--- src/rtl/sga_pkg.sv ---
// Shared definitions for the sonar scheduler: state encoding, distance width
// and the saturating increment used by the centimetre counter.
package sga_pkg;

  localparam int DIST_W = 9;
  localparam logic [DIST_W-1:0] DIST_MAX = 9'd511;

  typedef enum logic [3:0] {
    S_IDLE   = 4'd0,
    S_TRIG_E = 4'd1,
    S_WAIT_E = 4'd2,
    S_MEAS_E = 4'd3,
    S_GAP    = 4'd4,
    S_TRIG_D = 4'd5,
    S_WAIT_D = 4'd6,
    S_MEAS_D = 4'd7,
    S_DECIDE = 4'd8,
    S_DONE   = 4'd9
  } state_e;

  // Increment that sticks at DIST_MAX instead of wrapping.
  function automatic logic [DIST_W-1:0] sat_inc(input logic [DIST_W-1:0] v);
    return (v == DIST_MAX) ? v : v + DIST_W'(1);
  endfunction

endpackage

--- src/rtl/echo_meter.sv ---
// Shared echo-measurement engine. The scheduler tells it which phase the
// selected sensor is in (trigger / wait-for-echo / measuring) and feeds it the
// already-synchronized, already-muxed echo. The engine owns the trigger
// timer, the timeout timer and the cycle/cm counters.
module echo_meter
  import sga_pkg::*;
#(
  parameter int TRIGGER_CYCLES = 500,
  parameter int CYCLES_PER_CM  = 2941,
  parameter int TIMEOUT_CYCLES = 1500000
) (
  input  logic              gclk,
  input  logic              grst_n,
  input  logic              trig_i,       // trigger phase active
  input  logic              wait_i,       // waiting for echo rise
  input  logic              meas_i,       // echo high, counting
  input  logic              echo_i,       // synchronized echo
  output logic              trig_done_o,  // last trigger cycle
  output logic              rise_o,       // echo rise seen while waiting
  output logic              done_o,       // fall or timeout ends this sensor
  output logic              timeout_o,    // done_o was caused by timeout
  output logic [DIST_W-1:0] cm_o
);

  localparam int TW = $clog2(TRIGGER_CYCLES + 1);
  localparam int OW = $clog2(TIMEOUT_CYCLES + 1);
  localparam int CW = $clog2(CYCLES_PER_CM + 1);
  localparam logic [TW-1:0] TRIG_LAST = TW'(TRIGGER_CYCLES - 1);
  localparam logic [OW-1:0] TMO_LAST  = OW'(TIMEOUT_CYCLES - 1);
  localparam logic [CW-1:0] CYC_LAST  = CW'(CYCLES_PER_CM - 1);
  // The rise cycle itself is the first counted echo clock.
  localparam logic [CW-1:0]     CYC_FIRST = (CYCLES_PER_CM == 1) ? '0 : CW'(1);
  localparam logic [DIST_W-1:0] CM_FIRST  = (CYCLES_PER_CM == 1) ? DIST_W'(1) : '0;

  logic [TW-1:0]     trig_cnt_q, trig_cnt_d;
  logic [OW-1:0]     tmo_cnt_q, tmo_cnt_d;
  logic [CW-1:0]     cyc_q, cyc_d;
  logic [DIST_W-1:0] cm_q, cm_d;
  logic              echo_prev_q;
  logic              fall, tmo_hit, armed;

  // Edge detection, timers and cm counting.
  always_comb begin
    armed       = wait_i | meas_i;
    trig_done_o = trig_i && (trig_cnt_q == TRIG_LAST);
    rise_o      = wait_i && echo_i && !echo_prev_q;
    fall        = meas_i && !echo_i && echo_prev_q;
    tmo_hit     = armed && (tmo_cnt_q == TMO_LAST);
    // A real falling edge wins over a simultaneous timeout.
    done_o      = fall | tmo_hit;
    timeout_o   = tmo_hit & ~fall;
    trig_cnt_d  = trig_i ? trig_cnt_q + TW'(1) : '0;
    tmo_cnt_d   = armed ? tmo_cnt_q + OW'(1) : '0;
    cyc_d       = cyc_q;
    cm_d        = cm_q;
    if (rise_o) begin
      cyc_d = CYC_FIRST;
      cm_d  = CM_FIRST;
    end else if (meas_i && !fall) begin
      if (cyc_q == CYC_LAST) begin
        cyc_d = '0;
        cm_d  = sat_inc(cm_q);
      end else begin
        cyc_d = cyc_q + CW'(1);
      end
    end
  end

  // Counter state; echo_prev tracks continuously so a level already high on
  // entry to the wait phase is never mistaken for a rising edge.
  always_ff @(posedge gclk or negedge grst_n) begin
    if (!grst_n) begin
      trig_cnt_q  <= '0;
      tmo_cnt_q   <= '0;
      cyc_q       <= '0;
      cm_q        <= '0;
      echo_prev_q <= 1'b0;
    end else begin
      trig_cnt_q  <= trig_cnt_d;
      tmo_cnt_q   <= tmo_cnt_d;
      cyc_q       <= cyc_d;
      cm_q        <= cm_d;
      echo_prev_q <= echo_i;
    end
  end

  assign cm_o = cm_q;

endmodule

--- src/rtl/sonar_scheduler.sv ---
// Sequences the left then right ultrasonic sensors through one shared
// echo_meter, keeps the last distance per sensor and produces the
// left/right hand decision with a one-cycle pronto strobe.
module sonar_scheduler
  import sga_pkg::*;
#(
  parameter int TRIGGER_CYCLES = 500,
  parameter int CYCLES_PER_CM  = 2941,
  parameter int TIMEOUT_CYCLES = 1500000,
  parameter int GAP_CYCLES     = 3000000,
  parameter int THRESHOLD_CM   = 20
) (
  input  logic              clock,
  input  logic              reset,
  input  logic              medir,
  input  logic              echo_esq,
  input  logic              echo_dir,
  output logic              trigger_esq,
  output logic              trigger_dir,
  output logic [DIST_W-1:0] dist_esq,
  output logic [DIST_W-1:0] dist_dir,
  output logic              timeout_esq,
  output logic              timeout_dir,
  output logic              esq,
  output logic              dir,
  output logic              pronto,
  output logic              ocupado,
  output logic [3:0]        db_estado
);

  localparam int GW = $clog2(GAP_CYCLES + 1);
  localparam logic [GW-1:0]     GAP_LAST = GW'(GAP_CYCLES - 1);
  localparam logic [DIST_W-1:0] THR      = DIST_W'(THRESHOLD_CM);

  state_e            state_q, state_d;
  logic [GW-1:0]     gap_cnt_q, gap_cnt_d;
  logic [1:0]        sync_e_q, sync_d_q;
  logic [DIST_W-1:0] dist_esq_q, dist_dir_q;
  logic              tmo_esq_q, tmo_dir_q, esq_q, dir_q;
  logic              sel_dir, in_trig, in_wait, in_meas, echo_mux;
  logic              trig_done, rise, done, tmo;
  logic [DIST_W-1:0] cm;
  logic              near_e, near_d;

  // Two-flop synchronizers on the raw echo inputs.
  always_ff @(posedge clock or negedge reset) begin
    if (!reset) begin
      sync_e_q <= '0;
      sync_d_q <= '0;
    end else begin
      sync_e_q <= {sync_e_q[0], echo_esq};
      sync_d_q <= {sync_d_q[0], echo_dir};
    end
  end

  // Phase decode and echo selection for the shared engine.
  always_comb begin
    sel_dir  = (state_q == S_TRIG_D) || (state_q == S_WAIT_D) || (state_q == S_MEAS_D);
    in_trig  = (state_q == S_TRIG_E) || (state_q == S_TRIG_D);
    in_wait  = (state_q == S_WAIT_E) || (state_q == S_WAIT_D);
    in_meas  = (state_q == S_MEAS_E) || (state_q == S_MEAS_D);
    echo_mux = sel_dir ? sync_d_q[1] : sync_e_q[1];
  end

  echo_meter #(
    .TRIGGER_CYCLES(TRIGGER_CYCLES),
    .CYCLES_PER_CM (CYCLES_PER_CM),
    .TIMEOUT_CYCLES(TIMEOUT_CYCLES)
  ) u_meter (
    .gclk       (clock),
    .grst_n     (reset),
    .trig_i     (in_trig),
    .wait_i     (in_wait),
    .meas_i     (in_meas),
    .echo_i     (echo_mux),
    .trig_done_o(trig_done),
    .rise_o     (rise),
    .done_o     (done),
    .timeout_o  (tmo),
    .cm_o       (cm)
  );

  // Next-state logic and guard-gap timer.
  always_comb begin
    state_d   = state_q;
    gap_cnt_d = (state_q == S_GAP) ? gap_cnt_q + GW'(1) : '0;
    case (state_q)
      S_IDLE:   if (medir) state_d = S_TRIG_E;
      S_TRIG_E: if (trig_done) state_d = S_WAIT_E;
      S_WAIT_E: if (done) state_d = S_GAP;
                else if (rise) state_d = S_MEAS_E;
      S_MEAS_E: if (done) state_d = S_GAP;
      S_GAP:    if (gap_cnt_q == GAP_LAST) state_d = S_TRIG_D;
      S_TRIG_D: if (trig_done) state_d = S_WAIT_D;
      S_WAIT_D: if (done) state_d = S_DECIDE;
                else if (rise) state_d = S_MEAS_D;
      S_MEAS_D: if (done) state_d = S_DECIDE;
      S_DECIDE: state_d = S_DONE;
      S_DONE:   state_d = S_IDLE;
      default:  state_d = S_IDLE;
    endcase
  end

  // State and gap counter registers.
  always_ff @(posedge clock or negedge reset) begin
    if (!reset) begin
      state_q   <= S_IDLE;
      gap_cnt_q <= '0;
    end else begin
      state_q   <= state_d;
      gap_cnt_q <= gap_cnt_d;
    end
  end

  always_comb begin
    near_e = dist_esq_q < THR;
    near_d = dist_dir_q < THR;
  end

  // Per-sensor result registers and the steering decision.
  always_ff @(posedge clock or negedge reset) begin
    if (!reset) begin
      dist_esq_q <= '0;
      dist_dir_q <= '0;
      tmo_esq_q  <= 1'b0;
      tmo_dir_q  <= 1'b0;
      esq_q      <= 1'b0;
      dir_q      <= 1'b0;
    end else begin
      if (done && !sel_dir && (in_wait || in_meas)) begin
        dist_esq_q <= tmo ? DIST_MAX : cm;
        tmo_esq_q  <= tmo;
      end
      if (done && sel_dir) begin
        dist_dir_q <= tmo ? DIST_MAX : cm;
        tmo_dir_q  <= tmo;
      end
      if (state_q == S_DECIDE) begin
        esq_q <= near_e & ~near_d;
        dir_q <= near_d & ~near_e;
      end
    end
  end

  assign trigger_esq = (state_q == S_TRIG_E);
  assign trigger_dir = (state_q == S_TRIG_D);
  assign dist_esq    = dist_esq_q;
  assign dist_dir    = dist_dir_q;
  assign timeout_esq = tmo_esq_q;
  assign timeout_dir = tmo_dir_q;
  assign esq         = esq_q;
  assign dir         = dir_q;
  assign pronto      = (state_q == S_DONE);
  assign ocupado     = (state_q != S_IDLE);
  assign db_estado   = state_q;

endmodule

--- config.mk ---
export PLATFORM = sky130hd
export DESIGN_NAME = sonar_scheduler
export DESIGN_NICKNAME = d
export VERILOG_FILES = /design/src/rtl/sga_pkg.sv /design/src/rtl/echo_meter.sv /design/src/rtl/sonar_scheduler.sv
export SDC_FILE = /design/constraint.sdc
export NUM_CORES = 1
export LEC_CHECK = 0
export BUFFER_PORTS_ARGS = -buffer_cell sky130_fd_sc_hd__buf_2
export CAP_MARGIN = 20
export CORE_MARGIN = 5
export CORE_UTILIZATION = 30
export CTS_CLUSTER_DIAMETER = 80
export DETAILED_ROUTE_END_ITERATION = 7
export GPL_ROUTABILITY_DRIVEN = 0
export PLACE_DENSITY_LB_ADDON = 0.1
export RECOVER_POWER = 100
export REMOVE_ABC_BUFFERS = 1
export SETUP_SLACK_MARGIN = 0.02
export SLEW_MARGIN = 20
export SYNTH_ARGS = -nofsm -noshare
export SYNTH_HDL_FRONTEND = slang
export SYNTH_SLANG_ARGS = --single-unit
--- constraint.sdc ---
create_clock -name clock -period 3.7 [get_ports clock]
set_clock_uncertainty 0.1 [all_clocks]
set_input_delay 0.37 -clock clock [delete_from_list [all_inputs] [get_ports clock]]
set_output_delay 0.37 -clock clock [all_outputs]
set_load 0.02 [all_outputs]
==> results of run 1 <==
==> metrics by stage <==
step                      power [mW]  cells  instance area, µm²  hold WS, ps
after floorplan                2.290    476                4863       -25.59
after global placement         2.728    731                5356        237.0
after detailed placement       2.742    731                5356        236.3
after CTS                      3.764    747                5667        14.29
after global routing           3.886    747                5600        17.64
final                          3.640    747                5600        32.67
==> cells in the final DEF (no fill, tap or decap), types with 3 or more instances in the layout <==
master	instances
clkbuf_16	9
xor2_1	25
xnor2_1	25
clkbuf_1	31
dfrtp_1	104
o22a_1	18
o21ai_0	19
and3_1	12
nand2_1	31
a21o_1	4
or4_1	5
ha_1	7
and2_1	3
nor2_1	70
a21oi_1	23
nand4_1	14
inv_1	13
inv_6	4
nor3_1	7
nor4_1	7
and4_1	5
o31ai_1	6
buf_2	4
nand3_1	36
or3_1	9
==> logic make-up after synthesis <==
kind of cell,after synthesis,synth area share
AOI/OAI and AO/OA,82,0.1102
xor gates and xnor gates,50,0.08904
adders and majority gates,7,0.01781
buffers and inverters,26,0.02111
DFF,104,0.5291
muxes,1,0.002035
and+or+nand+nor,219,0.2307
==> synth_stat cells (all sizes together) (2+ instances only) <==
cell type / n / area (µm²)
nor4b: 2 / 17.52
a21oi: 23 / 115.1
buf: 4 / 21.27
nor3: 8 / 45.04
or2: 2 / 12.52
nand4: 14 / 87.58
ha: 7 / 87.58
a211o: 2 / 17.52
a21o: 4 / 30.03
nand2b: 2 / 12.51
nand3: 37 / 197.7
nor4bb: 2 / 20.02
or3: 9 / 56.30
o21a: 2 / 15.01
o22a: 18 / 157.7
or4b: 3 / 30.03
and2: 4 / 25.02
o21ai: 19 / 98.85
nand2: 31 / 116.4
nor4: 7 / 43.79
and4: 5 / 43.79
nor3b: 2 / 15.01
nor2: 70 / 265.3
o31ai: 6 / 45.04
xor2: 25 / 219.0
and3: 13 / 86.33
or4: 5 / 37.54
dfrtp: 104 / 2603
xnor2: 25 / 219.0
inv: 13 / 48.80
clkbuf: 9 / 33.78
a31oi: 2 / 12.51
==> registers in the layout (all words and copies together) (netlist names) <==
name / flops
gap_cnt_q: 22
u_meter.tmo_cnt_q: 21
u_meter.cyc_q: 12
dist_dir: 9
dist_esq: 9
u_meter.cm_o: 9
u_meter.trig_cnt_q: 9
db_estado: 4
sync_d_q: 2
sync_e_q: 2
dir: 1
esq: 1
timeout_dir: 1
timeout_esq: 1
u_meter.echo_prev_q: 1
==> worst paths after layout <==
kind                                           from                     endpoint  cells past startpoint  slack (ps)
max reg2reg                db_estado[0]$_DFFE_PN0P_  u_meter.cm_o[7]$_DFFE_PN0P_                      6         580
min in group asynchronous                     reset      gap_cnt_q[18]$_DFF_PN0_                      2         860
min reg2reg                   sync_e_q[0]$_DFF_PN0_        sync_e_q[1]$_DFF_PN0_                      0         250
max in group asynchronous                     reset     db_estado[0]$_DFFE_PN0P_                      2        1110
max                        db_estado[0]$_DFFE_PN0P_  u_meter.cm_o[7]$_DFFE_PN0P_                      6         580
min                                        echo_esq        sync_e_q[0]$_DFF_PN0_                      1          30
==> critical path: stages (launching register included) <==
cell and delay (ps):
dfrtp_1 480, nor2_1 390, o21ai_0 330, and3_4 300, or4b_1 740, or4_1 540, a21oi_1 160
==> per-layer routing <==
metal | wire [µm] | vias to the layer above | share of wire | GRT usage
met5 | 0 | - | 0 | 0
met4 | 191 | 0 | 0.017 | 0.04628
met3 | 359 | 14 | 0.033 | 0.02448
met2 | 5049 | 45 | 0.46 | 0.1799
met1 | 5357 | 1769 | 0.49 | 0.1587
li1 | - | 1818 | - | -
==> layout make-up <==
type / count / area (µm²) / area share
sequential: 104 / 2603 / 0.4647
multi-input combinational: 359 / 2205 / 0.3937
tap: 216 / 270.3 / 0.04826
clock buffer: 9 / 225.2 / 0.04021
timing repair buffer: 39 / 163.9 / 0.02927
clock inverter: 7 / 85.08 / 0.01519
inverter: 13 / 48.80 / 0.008713
==> power by group <==
part           total (mW)  switching [mW]  leakage, nW  internal (mW)
clock network        1.00           0.461        0.153          0.541
registers            1.50           0.182         1.39           1.32
logic                1.13           0.772        0.724          0.361
==> impl_metrics.csv, run 1 <==
group,metric,value,unit
clock_network,clockBufferDepth,2,
power,p_leak,2.272,nW
run,cap_violations,1,
logic_synthesis,ys.flop_type,"dfrtp_1",
clock_network,clk_pin_slew,80,ps
die,start_util,0.3074,
timing,finalCritPeriodShare,0.8421,
status,violations,"max-capacitance violations, max-slew violations",
grt,grt_usage,0.1159,
clock_network,clock-root-buffer,"clkbuf_16",
timing,max_freq,321.0,MHz
grt,grt_pass1_vias,3503,
placed_design,io_buffers,34,
timing,fin_tns_setup,0,ps
worst_setup_path,worst_setup_path_end_kind,"flop",
worst_setup_path,critPathMaxFanout,18,
drt,routedWlPerCell,14.67,µm
min_path,hp-class,"input pin to flop",
status,outcome,"complete, but fails checks",
final_layout,fin_nets,538,
timing,finalCriticalPeriod,3116,ps
final_layout,num-fill-cells,1714,
timing,rsz0062_at_grt,"false",
clock_network,cts_hold_buffers,0,
clock_network,clkSinkCount,104,
final_layout,synthToLayoutAreaGrowth,13.86,%
final_layout,antenna_cells,0,
drt,viasPerCell,4.881,
power,ir_worst_vdd,0.3376,mV
grt,grt_start_max_net_pins,105,
drt,drc,0,
die,die-width,138.0,µm
timing,tightest_slew,2629,ps
timing,fin_ws,584.4,ps
logic_synthesis,ys_types,51,
die,core,0.01600,mm²
logic_synthesis,yosysWarnings,0,
logic_synthesis,synth_edf_count,0,
die,io_pins,35,
clock_network,cts-htree-levels,3,
timing,setup_viol,0,
clock_network,cts_buffers,9,
worst_setup_path,worst-setup-path-type,"flop to flop",
worst_setup_path,critPathRequiredTime,3880,ps
drt,dr_total_vias,3646,
drt,drtIter0Drc,128,
grt,grt_pass1_wl,18290,µm
die,die_y,138.0,µm
grt,overflow,0,
worst_setup_path,cp-start-kind,"flop",
logic_synthesis,syn_avg_cell_area,10.06,µm²
drt,drt-total-wl,10960,µm
placed_design,dpl.hpwl,7627,µm
drt,ant_nets,0,
worst_setup_path,crit_arrival,3290,ps
die,num_rows,46,
logic_synthesis,synthCells,489,
clock_network,clk_latency,350,ps
grt,antenna_found_initial,0,
die,die_area,0.01906,mm²
power,powerDensity,650.0,mW/mm²
timing,finalHoldViolCount,0,
placed_design,pre_cts_slack,909.3,ps
clock_network,cts_setup_buffers,0,
logic_synthesis,ys_ff_latch,104,
clock_network,ctsResizeCount,0,
timing,relSlewSlack,-0.7530,
final_layout,final_core_utilization,0.3500,
logic_synthesis,ys_seq_area_frac,0.5291,
timing,drv_slew,105,
logic_synthesis,async_flop_share,1.000,
final_layout,drive_gt1_frac,0.05838,
logic_synthesis,synthesis.area,0.004918,mm²
clock_network,cts_tree,"yes",
drt,drt_first_pass_iters,4,
No activity file was read; power rests on OpenSTA's default activity.
==> run 2: changes to the inputs <==
==> constraint.sdc (replaced) <==
create_clock -name clock -period 3.3 [get_ports clock]
set_clock_uncertainty 0.1 [all_clocks]
set_input_delay 0.33 -clock clock [delete_from_list [all_inputs] [get_ports clock]]
set_output_delay 0.33 -clock clock [all_outputs]
set_load 0.02 [all_outputs]
==> impl_metrics.csv, run 2 (synthesis results as in run 1) <==
group,metric,value,unit
clock_network,cts-htree-levels,3,
power,p_leak,2.269,nW
drt,drc,0,
power,seq_power_share,0.419,
placed_design,dpl.hpwl,7812,µm
worst_setup_path,worst-setup-path-type,"flop to flop",
timing,fin_ws,340.8,ps
clock_network,clockBufferDepth,2,
worst_setup_path,cp-start-kind,"flop",
min_path,hp-class,"flop to flop",
drt,drt-total-wl,11120,µm
drt,drtIter0Drc,180,
placed_design,io_buffers,34,
placed_design,placedCellCount,731,
final_layout,drive_gt1_frac,0.05618,
power,powerDensity,718.6,mW/mm²
grt,antenna_found_initial,0,
worst_setup_path,worst_setup_path_end_kind,"flop",
grt,grt_pass1_vias,3589,
timing,relSlewSlack,0.1546,
drt,routedWlPerCell,14.82,µm
final_layout,synthToLayoutAreaGrowth,14.09,%
clock_network,clkSinkCount,104,
final_layout,reg.largest.list,"gap_cnt_q (22), u_meter.tmo_cnt_q (21), u_meter.cyc_q (12)",
timing,hold_ws,261.6,ps
drt,viasPerCell,4.831,
die,die_y,138.0,µm
clock_network,ctsResizeCount,0,
drt,drt_first_pass_iters,4,
final_layout,num-fill-cells,1653,
clock_network,cts_hold_buffers,3,
clock_network,cts_tree,"yes",
grt,grt_start_max_net_pins,55,
final_layout,fin_nets,541,
clock_network,clk_latency,350,ps
die,num_rows,46,
final_layout,instances_no_fill,750,
timing,finalCritPeriodShare,0.8967,
power,p_int,2.439,mW
placed_design,pre_cts_slack,499.8,ps
power,power_frac_comb,0.321,
timing,fin_tns_setup,0,ps
die,start_util,0.3074,
grt,overflow,0,
run,cap_violations,0,
power,pwr-share-clk,0.260,
final_layout,final_core_utilization,0.3507,
power,ir_worst_vdd,0.2718,mV
min_path,hold_depth,0,
worst_setup_path,critPathMaxFanout,18,
die,die_area,0.01906,mm²
timing,max_freq,337.9,MHz
status,outcome,"complete, no violations",
power,p_switching,1.593,mW
final_layout,regArea,0.002603,mm²
final_layout,largest_reg_flops,22,
clock_network,cts_setup_buffers,0,
clock_network,cts_buffers,9,
die,die-width,138.0,µm
final_layout,multiInputGateArea,0.002208,mm²
timing,rsz0062_at_grt,"false",
clock_network,clk_pin_slew,70,ps
timing,drv_slew,0,
worst_setup_path,crit_arrival,3140,ps
final_layout,final_cell_mix,"dfrtp_1 (104), nor2_1 (70), nand3_1 (36)",
final_layout,top_register,"gap_cnt_q",
timing,finalCriticalPeriod,2959,ps
die,core,0.01600,mm²
grt,grt_pass1_wl,19030,µm
final_layout,layout_commonest_cell,"dfrtp_1",
power,p_sw_frac,0.3951,
die,io_pins,35,
worst_setup_path,critPathRequiredTime,3480,ps
grt,grt_usage,0.1219,
worst_setup_path,ff2ff_path_depth,6,
drt,dr_total_vias,3623,
drt,ant_nets,0,
final_layout,antenna_cells,0,
clock_network,clock-root-buffer,"clkbuf_16",
timing,setup_viol,0,
timing,finalHoldViolCount,0,
worst_setup_path,worst-r2r-setup-slack,340,ps
timing,tightest_slew,1268,ps
==> run 2: critical path, stage by stage (launching register included) <==
cell,delay (ps)
dfrtp_1,480
nor2_1,440
o21ai_2,180
and3_4,230
or4b_1,760
or4_1,550
a21oi_1,150
==> run 2: area by class of cell <==
| type | count | share of cell area |
|---|---|---|
| clock buffer | 10 | 0.04259 |
| clock inverter | 6 | 0.008919 |
| inverter | 13 | 0.008696 |
| multi-input combinational | 359 | 0.3935 |
| sequential | 104 | 0.4638 |
| tap | 216 | 0.04816 |
| timing repair buffer | 42 | 0.03434 |
==> run 2: power groups by stage <==
| stage | logic [mW] | registers, mW | clock network, mW |
|---|---|---|---|
| 2_1_floorplan | 0.713 | 1.86 | 0 |
| 3_3_place_gp | 1.37 | 1.70 | 0 |
| 3_5_place_dp | 1.37 | 1.71 | 0 |
| 4_1_cts | 1.38 | 1.69 | 1.10 |
| 5_1_grt | 1.45 | 1.73 | 1.16 |
| 6_report | 1.29 | 1.69 | 1.05 |
==> run 2: stage by stage <==
| stage | area, µm² | power, mW |
|---|---|---|
| after floorplan | 4863 | 2.568 |
| after global placement | 5356 | 3.069 |
| after detailed placement | 5356 | 3.078 |
| after CTS | 5675 | 4.165 |
| after global routing | 5612 | 4.337 |
| final | 5612 | 4.032 |
==> run 2: worst paths after layout <==
path / from / end
worst max-delay path: db_estado[0]$_DFFE_PN0P_ / u_meter.cm_o[5]$_DFFE_PN0P_
worst min-delay path: sync_e_q[0]$_DFF_PN0_ / sync_e_q[1]$_DFF_PN0_
worst max register to register: db_estado[0]$_DFFE_PN0P_ / u_meter.cm_o[5]$_DFFE_PN0P_
worst min register to register: sync_e_q[0]$_DFF_PN0_ / sync_e_q[1]$_DFF_PN0_
max in group asynchronous: reset / db_estado[0]$_DFFE_PN0P_
min in group asynchronous: reset / gap_cnt_q[20]$_DFF_PN0_
==> run 2: routing by layer <==
layer	global-route usage	vias up	share of wire
met5	0	-	0
met4	0.03120	0	0.011
met3	0.03931	9	0.036
met2	0.1927	51	0.47
met1	0.1626	1746	0.48
li1	-	1817	-
